<file path="config.mk">
export PLATFORM = sky130hd
export DESIGN_NAME = mag_window_stats
export DESIGN_NICKNAME = d
export VERILOG_FILES = /design/src/rtl/mag_window_stats.sv
export SDC_FILE = /design/constraint.sdc
export NUM_CORES = 1
export LEC_CHECK = 0
export CAP_MARGIN = 20
export CORE_MARGIN = 8
export CORE_UTILIZATION = 55
export DETAILED_ROUTE_END_ITERATION = 10
export PLACE_DENSITY = 0.77
export SYNTH_ARGS = -nofsm -noshare
export SYNTH_HDL_FRONTEND = slang
export SYNTH_SLANG_ARGS = --single-unit
</file>
<file path="constraint.sdc">
create_clock -name clk -period 3.1 [get_ports clk]
set_input_delay 0.62 -clock clk [delete_from_list [all_inputs] [get_ports clk]]
set_output_delay 0.62 -clock clk [all_outputs]
set_load 0.02 [all_outputs]
</file>
<file path="src/rtl/mag_window_stats.sv">
// Windowed peak/mean statistics over 2^LOG2_WIN magnitude samples, with a
// hysteresis alarm driven from each completed window's peak.
module mag_window_stats #(
    parameter int WIDTH     = 8,
    parameter int LOG2_WIN  = 3,
    parameter int THRESH_HI = 200,
    parameter int THRESH_LO = 150
) (
    input  logic             clk,
    input  logic             rst,
    input  logic             clear,
    input  logic             in_valid,
    output logic             in_ready,
    input  logic [WIDTH-1:0] in_mag,
    output logic             out_valid,
    input  logic             out_ready,
    output logic [WIDTH-1:0] out_peak,
    output logic [WIDTH-1:0] out_mean,
    output logic             alarm
);

    localparam int SUMW = WIDTH + LOG2_WIN;
    localparam logic [WIDTH-1:0] THR_HI = WIDTH'(THRESH_HI);
    localparam logic [WIDTH-1:0] THR_LO = WIDTH'(THRESH_LO);

    typedef enum logic {QUIET, ALARM} state_t;

    logic [LOG2_WIN-1:0] cnt_q, cnt_d;
    logic [SUMW-1:0]     sum_q, sum_d;
    logic [WIDTH-1:0]    run_peak_q, run_peak_d;
    logic [WIDTH-1:0]    out_peak_q, out_peak_d;
    logic [WIDTH-1:0]    out_mean_q, out_mean_d;
    logic                out_valid_q, out_valid_d;
    state_t              state_q, state_d;

    logic                last;
    logic                accept;
    logic [WIDTH-1:0]    new_peak;
    logic [SUMW-1:0]     new_sum;

    assign last     = (cnt_q == '1);
    // Only the completing sample stalls, and only while an undelivered result is held.
    assign in_ready = !clear && !(last && out_valid_q && !out_ready);
    assign accept   = in_valid && in_ready;
    assign new_peak = (in_mag > run_peak_q) ? in_mag : run_peak_q;
    assign new_sum  = sum_q + SUMW'(in_mag);

    always_comb begin
        cnt_d       = cnt_q;
        sum_d       = sum_q;
        run_peak_d  = run_peak_q;
        out_peak_d  = out_peak_q;
        out_mean_d  = out_mean_q;
        out_valid_d = out_valid_q;
        state_d     = state_q;

        if (out_valid_q && out_ready) begin
            out_valid_d = 1'b0;
        end

        if (clear) begin
            cnt_d      = '0;
            sum_d      = '0;
            run_peak_d = '0;
        end else if (accept) begin
            if (last) begin
                cnt_d       = '0;
                sum_d       = '0;
                run_peak_d  = '0;
                out_peak_d  = new_peak;
                out_mean_d  = new_sum[SUMW-1:LOG2_WIN];
                out_valid_d = 1'b1;
                case (state_q)
                    QUIET:   if (new_peak >= THR_HI) state_d = ALARM;
                    ALARM:   if (new_peak <  THR_LO) state_d = QUIET;
                    default: state_d = QUIET;
                endcase
            end else begin
                cnt_d      = cnt_q + 1'b1;
                sum_d      = new_sum;
                run_peak_d = new_peak;
            end
        end
    end

    always_ff @(posedge clk) begin
        if (rst) begin
            cnt_q       <= '0;
            sum_q       <= '0;
            run_peak_q  <= '0;
            out_peak_q  <= '0;
            out_mean_q  <= '0;
            out_valid_q <= 1'b0;
            state_q     <= QUIET;
        end else begin
            cnt_q       <= cnt_d;
            sum_q       <= sum_d;
            run_peak_q  <= run_peak_d;
            out_peak_q  <= out_peak_d;
            out_mean_q  <= out_mean_d;
            out_valid_q <= out_valid_d;
            state_q     <= state_d;
        end
    end

    assign out_valid = out_valid_q;
    assign out_peak  = out_peak_q;
    assign out_mean  = out_mean_q;
    assign alarm     = (state_q == ALARM);

endmodule

</file>
======== Word level (Yosys, flattened, before mapping) ========
Index checks and enable logic that the tools add are counted.
W data, S select, Z words.
storage, ports and cells
  register bits ........................... 40
  bits of input ports ..................... 13
operators by class
  equal/unequal tests ..................... 1
  multiplexer cells ....................... 11
  bitwise operators ....................... 2
  reductions and logical operators ........ 10
  add/subtract/negate cells ............... 2
  order comparisons ....................... 3
operators by type and width
  operator               number
  $mux W8                2
  $add A11 B8 Y11        1
  $mux W11               1
  $ge A8 B8 Y1 const B   1
  $gt A8 B8 Y1           1
  $lt A8 B8 Y1 const B   1
  $mux W1                6
  $logic_and A1 B1 Y1    5
  $add A3 B1 Y3 const B  1
  $eq A3 B3 Y1 const B   1
  $logic_not A1 Y1       3
  $mux W3                1
  $reduce_and A3 Y1      1
  $not A1 Y1             2
  $pmux W1 S2            1
  $reduce_or A2 Y1       1

======== Longest topological paths before layout ========
Gate-level depths: netlist of run 1.
  word-level depth ........................ 8
  gate-level depth with buffers ........... 10

======== Least setup slack after synthesis of run 1 ========
OpenSTA, ideal clock, no wires.
  path type ............................... input -> register
  start point ............................. input port in_mag[0]
  end point ............................... register sum_q[10]
  data required time ...................... 3.026 ns
  cell stages on the path ................. 9
  library setup time ...................... 0.074 ns
  setup slack ............................. 0.665 ns
  arrival ................................. 2.360 ns
  cells stage by stage .................... ha_1 > inv_1 > fa_1 > and2b_1 > o21ai_2 > a21oi_4 > o2111ai_2 > or4_1 > a31oi_1
on the way
  word-level cells in the longest chain between the ends .. 2
ends and longest elaborated chain
  element               line  text
  start, declared       14    input logic [WIDTH-1:0] in_mag,
  $add A11 B8 Y11       46    assign new_sum = sum_q + SUMW'(in_mag);
  $mux W11              66    if (last) begin
  end signal, assigned  97    sum_q <= sum_d;
  end, declared         29    logic [SUMW-1:0] sum_q, sum_d;
Every way passes these cells.
A chain may end at the register's enable or synchronous reset.

======== Worst setup path after layout of run 1 ========
Same ends and word-level chain as after synthesis.

==> results of run 1 <==
-- cell families (layout without fill, tap and decap cells) --
| family | after synthesis | in the layout |
|---|---|---|
| AOI/OAI and AO/OA | 72 | 72 |
| and+or+nand+nor | 110 | 110 |
| adders and majority gates | 19 | 19 |
| DFF | 40 | 40 |
| buffers and inverters | 31 | 71 |
| xor gates and xnor gates | 4 | 4 |
| muxes | 5 | 5 |
-- flip-flops by register name, indices dropped and copies added (netlist names) --
register	count
out_valid	1
alarm	1
run_peak_q	8
sum_q	11
cnt_q	3
out_peak	8
out_mean	8
-- layer usage --
metal  wire, um  share of wire, %  GRT usage [%]
met1       2779                47          23.69
met2       2579                44          29.36
met3        425               7.2          4.415
met4         87               1.5          7.321
met5          0                 0              0
-- final cells by class --
class / instances / area share (%)
Clock inverter: 1 / 1.036
Timing Repair Buffer: 46 / 14.59
Inverter: 17 / 2.202
Multi-Input combinational cell: 210 / 49.05
Sequential cell: 40 / 27.63
Clock buffer: 7 / 3.325
Tap cell: 50 / 2.159
-- worst paths after layout --
kind         slack, ps  depth (start not counted)                       end
min                460                          2  out_peak[6]$_SDFFE_PP0P_
max reg2reg        720                          8        alarm$_SDFFE_PP0P_
min reg2reg        460                          2  out_peak[6]$_SDFFE_PP0P_
max                300                         10    sum_q[10]$_SDFFE_PP0P_
-- worst register-to-register path: stages, from the launching register on --
cell and delay, ps:
dfxtp_1 360, ha_1 160, ha_1 210, buf_4 260, nand2_1 120, or3_1 500
or3_1 400, o211ai_2 160, a2111oi_2 80
-- through the flow --
| stage | cell area [um2] | utilization, % | power (mW) |
|---|---|---|---|
| after floorplan | 2345 | - | 0.6324 |
| after global placement | 2771 | 68.30 | 0.6890 |
| after detailed placement | 2771 | 68.30 | 0.6908 |
| after CTS | 2898 | 71.42 | 1.163 |
| after global routing | 2898 | 71.42 | 1.205 |
| final | 2898 | 71.42 | 1.170 |
-- cells in the mapped netlist (5+ instances only) --
cell      count  share of area [%]
clkbuf_1      8                1.3
nor3_1       10                2.1
a21oi_1      17                3.6
ha_1         18                9.6
nand2_1      29                4.6
a311oi_1      6                2.2
buf_2         5                1.1
dfxtp_1      40                 34
o21ai_0       5                1.1
nor2_1       37                5.9
a32oi_1       7                2.6
inv_1        17                2.7
-- power by group through the flow --
stage,Combinational (mW),Sequential (mW),Clock [mW]
after floorplan,0.0988,0.534,0
after global placement,0.154,0.535,0
after detailed placement,0.156,0.535,0
after CTS,0.158,0.523,0.482
after global routing,0.176,0.524,0.506
final,0.160,0.523,0.486
==> impl_metrics.py, run 1 <==
metrics = {
    "die": {
        "row_count": 23,
        "ios": 32,
        "dieArea_um2": 6609,
        "dieHeight_um": 81.30,
        "die_w_um": 81.30,
        "coreArea_um2": 4058,
        "initial_core_util_pct": 57.79,
    },
    "global_routing": {
        "grt_max_degree": 24,
        "grt_pass1_wl_mm": 9.763,
        "antenna_found_initial": 0,
        "grt_pass1_vias": 2060,
        "grt.overflow.total": 0,
        "grt_use_total_pct": 18.56,
    },
    "power": {
        "power.leakage_nw": 1.091,
        "ir_worst_vdd_mv": 0.3126,
        "pwr-share-comb_pct": 13.7,
        "seq_power_share_pct": 44.7,
        "p_sw_uw": 300.1,
        "swShare_pct": 25.66,
        "p_int_uw": 869.6,
        "p_clk_share_pct": 41.6,
        "power.density_nw_per_um2": 403.7,
    },
    "logic_synthesis": {
        "synthXorXnorAreaFrac_pct": 1.494,
        "synth-compound-area-share_pct": 23.69,
        "async_flop_share_pct": 0,
        "syn_nets": 313,
        "synth_cell_types": 60,
        "netlist_instances": 281,
        "synthesis.area_um2": 2345,
        "synth_fa_ha_area_share_pct": 10.46,
        "synth_edf_count": 0,
        "ys_warn_count": 0,
        "ys_seq_area_share_pct": 34.15,
        "synth-simple-area-share_pct": 22.79,
        "synthMuxAreaShare_pct": 2.188,
        "synth.avg_cell_area_um2": 8.344,
        "synth_ff_type": "dfxtp_1",
        "ys_ff_latch": 40,
        "synth_top_family_by_area": "compound AO/OA/AOI/OAI gates",
    },
    "critical_path": {
        "path_max_fanout": 5,
        "cp.arrival_ps": 3010,
        "crit_path_cell_trace": "clkdlybuf4s50_1 > ha_1 > inv_1 > fa_1 > and2b_1 > o21ai_2 > a21oi_4 > o2111ai_2 > or4_1 > a31oi_1",
        "critPathSlowestCell": "clkdlybuf4s50_1",
        "cp-end-kind": "flip-flop",
        "cp.buffers_inverters": 2,
        "crit_start": "in_mag[0]",
        "path_class": "in -> reg",
        "slowest_delay_ps": 500,
        "cp-start-kind": "input port",
        "critical_path_required_ps": 3320,
        "r2r-start": "cnt_q[0]$_SDFFE_PP0P_",
        "crit_family": "simple AND/OR/NAND/NOR gates",
    },
    "cts": {
        "post-cts-setup-buffers": 0,
        "post_cts_resized": 0,
        "clk-insertion-delay-late_ps": 300,
        "cts_tree": "yes",
        "root_buffer": "clkbuf_8",
        "cts_made_buffers": 5,
        "clkSinkCount": 40,
        "htreeDepth": 2,
        "cts_hold_buf": 0,
        "path_clk_slew_ps": 80,
        "clock_path_buffers": 2,
    },
    "layout": {
        "multi_input_area_um2": 1421,
        "nets": 352,
        "finalNonFillerCells": 371,
        "area_delta_synth_final_pct": 23.59,
        "antenna_cells": 0,
        "ff_latch_area_um2": 800.8,
        "num-fill-cells": 342,
        "drive_gt1_share_pct": 11.84,
        "final_common_cell": "dfxtp_1",
        "final_cell_mix": "dfxtp_1 (40), nor2_1 (37), clkdlybuf4s50_1 (31)",
    },
    "timing": {
        "finalSetupTns_ps": 0,
        "fin_crit_ps": 2796,
        "skew_ps": 4.447,
        "fmax_mhz": 357.6,
        "fin_crit_sh_pct": 90.20,
        "finalHoldViolCount": 0,
        "setup_ws_ps": 303.7,
        "grt_setup_unrepaired": "false",
        "hold_ws_ps": 457.4,
        "worst_pin_slew_ps": 866.5,
        "setup_viol": 0,
        "drv_slew": 0,
        "maxSlewHeadroom_pct": 42.24,
    },
    "placement": {
        "numPortBuffers": 31,
        "dp_hpwl_mm": 4.224,
        "dp.cells": 363,
        "pre_cts_ws_ps": 5.404,
        "gp_congestion": 0.8493,
    },
    "job": {
        "cap_violations": 0,
    },
    "detailed_routing": {
        "routedWlPerCell_um": 15.82,
        "routed_via_density": 5.903,
        "routed_wl_mm": 5.870,
        "postRouteAntennaNets": 0,
        "dr.pass1.iters": 5,
        "via_count": 2190,
        "drc": 0,
        "dr.first_iter.drc_count": 242,
    },
    "status": {
        "outcome": "finished clean",
    },
    "worst_hold_path": {
        "hold_path_class": "reg -> reg",
        "min_from": "out_peak[6]$_SDFFE_PP0P_",
    },
}
Power figures use the tool's default switching activity.
==> run 2, diff against run 1 <==
- TNS_END_PERCENT: default -> 30
==> results of run 2 <==
Same layout as run 1: the final DEF is identical, and so are final timing and power.
==> run 3, diff against run 2 <==
- CELL_PAD_IN_SITES_DETAIL_PLACEMENT: default -> 0
- CELL_PAD_IN_SITES_GLOBAL_PLACEMENT: default -> 1
- CORE_UTILIZATION: 55 -> 41
==> impl_metrics.py, run 3 (synthesis results as in run 1) <==
metrics = {
    "timing": {
        "fmax_mhz": 366.8,
        "maxSlewHeadroom_pct": 68.65,
        "setup_ws_ps": 374.0,
        "skew_ps": 3.080,
        "grt_setup_unrepaired": "false",
        "fin_crit_ps": 2726,
        "finalHoldViolCount": 0,
        "fin_crit_sh_pct": 87.93,
        "setup_viol": 0,
        "finalSetupTns_ps": 0,
        "worst_pin_slew_ps": 469.1,
        "drv_slew": 0,
    },
    "die": {
        "ios": 32,
        "die_w_um": 91.63,
        "row_count": 27,
        "coreArea_um2": 5507,
        "dieHeight_um": 91.63,
        "initial_core_util_pct": 42.58,
        "dieArea_um2": 8395,
    },
    "job": {
        "cap_violations": 0,
    },
    "cts": {
        "clock_path_buffers": 2,
        "cts_tree": "yes",
        "clk-insertion-delay-late_ps": 290,
        "htreeDepth": 2,
        "post-cts-setup-buffers": 0,
        "cts_made_buffers": 5,
        "post_cts_resized": 0,
        "root_buffer": "clkbuf_8",
        "clkSinkCount": 40,
        "cts_hold_buf": 0,
        "path_clk_slew_ps": 80,
    },
    "power": {
        "p_sw_uw": 291.0,
        "swShare_pct": 26.06,
        "power.leakage_nw": 1.090,
        "seq_power_share_pct": 46.8,
        "p_clk_share_pct": 38.4,
        "pwr-share-comb_pct": 14.7,
        "p_int_uw": 825.9,
        "power_mw": 1.117,
        "power.density_nw_per_um2": 382.3,
        "ir_worst_vdd_mv": 0.1893,
    },
    "worst_hold_path": {
        "hold_path_class": "reg -> reg",
    },
    "critical_path": {
        "cp-start-kind": "input port",
        "cp.arrival_ps": 2950,
        "path_class": "in -> reg",
        "critical_path_required_ps": 3330,
        "cp-end-kind": "flip-flop",
        "path_max_fanout": 5,
    },
    "detailed_routing": {
        "route.met2.wl_mm": 2.708,
        "routed_via_density": 5.522,
        "wl_met3_um": 524,
        "routed_wl_mm": 6.166,
        "wl_met1_mm": 2.867,
        "dr.pass1.iters": 4,
        "drc": 0,
        "highest_layer": "met4",
        "postRouteAntennaNets": 0,
        "routedWlPerCell_um": 15.61,
        "dr.first_iter.drc_count": 107,
        "via_count": 2181,
    },
    "placement": {
        "dp_hpwl_mm": 4.558,
        "gp_congestion": 0.8237,
        "pre_cts_ws_ps": 42.68,
        "dp.cells": 387,
        "numPortBuffers": 31,
    },
    "layout": {
        "drive_gt1_share_pct": 12.07,
        "largest_reg_flops": 11,
        "max_flop_register": "sum_q",
        "area_delta_synth_final_pct": 24.60,
        "finalNonFillerCells": 395,
        "final_common_cell": "dfxtp_1",
        "num-fill-cells": 520,
        "antenna_cells": 0,
        "final_cell_mix": "dfxtp_1 (40), nor2_1 (37), clkdlybuf4s50_1 (31)",
        "nets": 354,
        "final_util_pct": 53.06,
    },
    "global_routing": {
        "antenna_found_initial": 0,
        "grt.overflow.total": 0,
        "grt_pass1_vias": 2096,
        "grt_pass1_wl_mm": 10.52,
        "grt_use_total_pct": 15.10,
        "grt_max_degree": 22,
    },
    "status": {
        "outcome": "finished clean",
    },
}
==> run 3: routing by layer <==
| layer | up-vias | global-route usage, % |
|---|---|---|
| li1 | 1098 | - |
| met1 | 1010 | 20.05 |
| met2 | 63 | 23.65 |
| met3 | 10 | 3.667 |
| met4 | 0 | 4.229 |
| met5 | - | 0 |
==> run 3: cell type report <==
class                      instances  area [um2]  share of cell area [%]
inverter                          17       63.81                   2.184
multi-input combinational        210        1421                   48.65
clock buffer                       6       72.57                   2.484
tap                               72       90.09                   3.084
clock inverter                     2       35.03                   1.199
sequential                        40       800.8                   27.41
timing repair buffer              48       437.9                   14.99
==> run 3: per-stage QoR <==
step                instance area (um2)  hold WS [ps]
global route                       2922         497.4
CTS                                2922         463.5
global placement                   2814         445.4
finish                             2922         457.8
floorplan                          2345         437.7
detailed placement                 2814         451.7
==> run 3: power groups by stage <==
stage          sequential, mW  clock (mW)  combinational (mW)
3_3_place_gp            0.535           0               0.162
3_5_place_dp            0.535           0               0.163
4_1_cts                 0.523       0.442               0.165
5_1_grt                 0.524       0.461               0.182
2_1_floorplan           0.534           0              0.0988
6_report                0.523       0.429               0.165
==> run 3: worst max-delay path, stage by stage <==
cell and delay [ps]:
clkdlybuf4s50_1 500, ha_1 170, inv_1 50, fa_1 360, and2b_1 230, o21ai_2 80, a21oi_4 210, o2111ai_2 150
or4_1 410, a31oi_1 160
==> run 3: worst paths after layout <==
path	startpoint	endpoint	slack (ps)	cells past startpoint
max	in_mag[0]	sum_q[10]$_SDFFE_PP0P_	370	10
min	out_mean[0]$_SDFFE_PP0P_	out_mean[0]$_SDFFE_PP0P_	460	2
max reg2reg	cnt_q[0]$_SDFFE_PP0P_	alarm$_SDFFE_PP0P_	750	8
min reg2reg	out_mean[0]$_SDFFE_PP0P_	out_mean[0]$_SDFFE_PP0P_	460	2
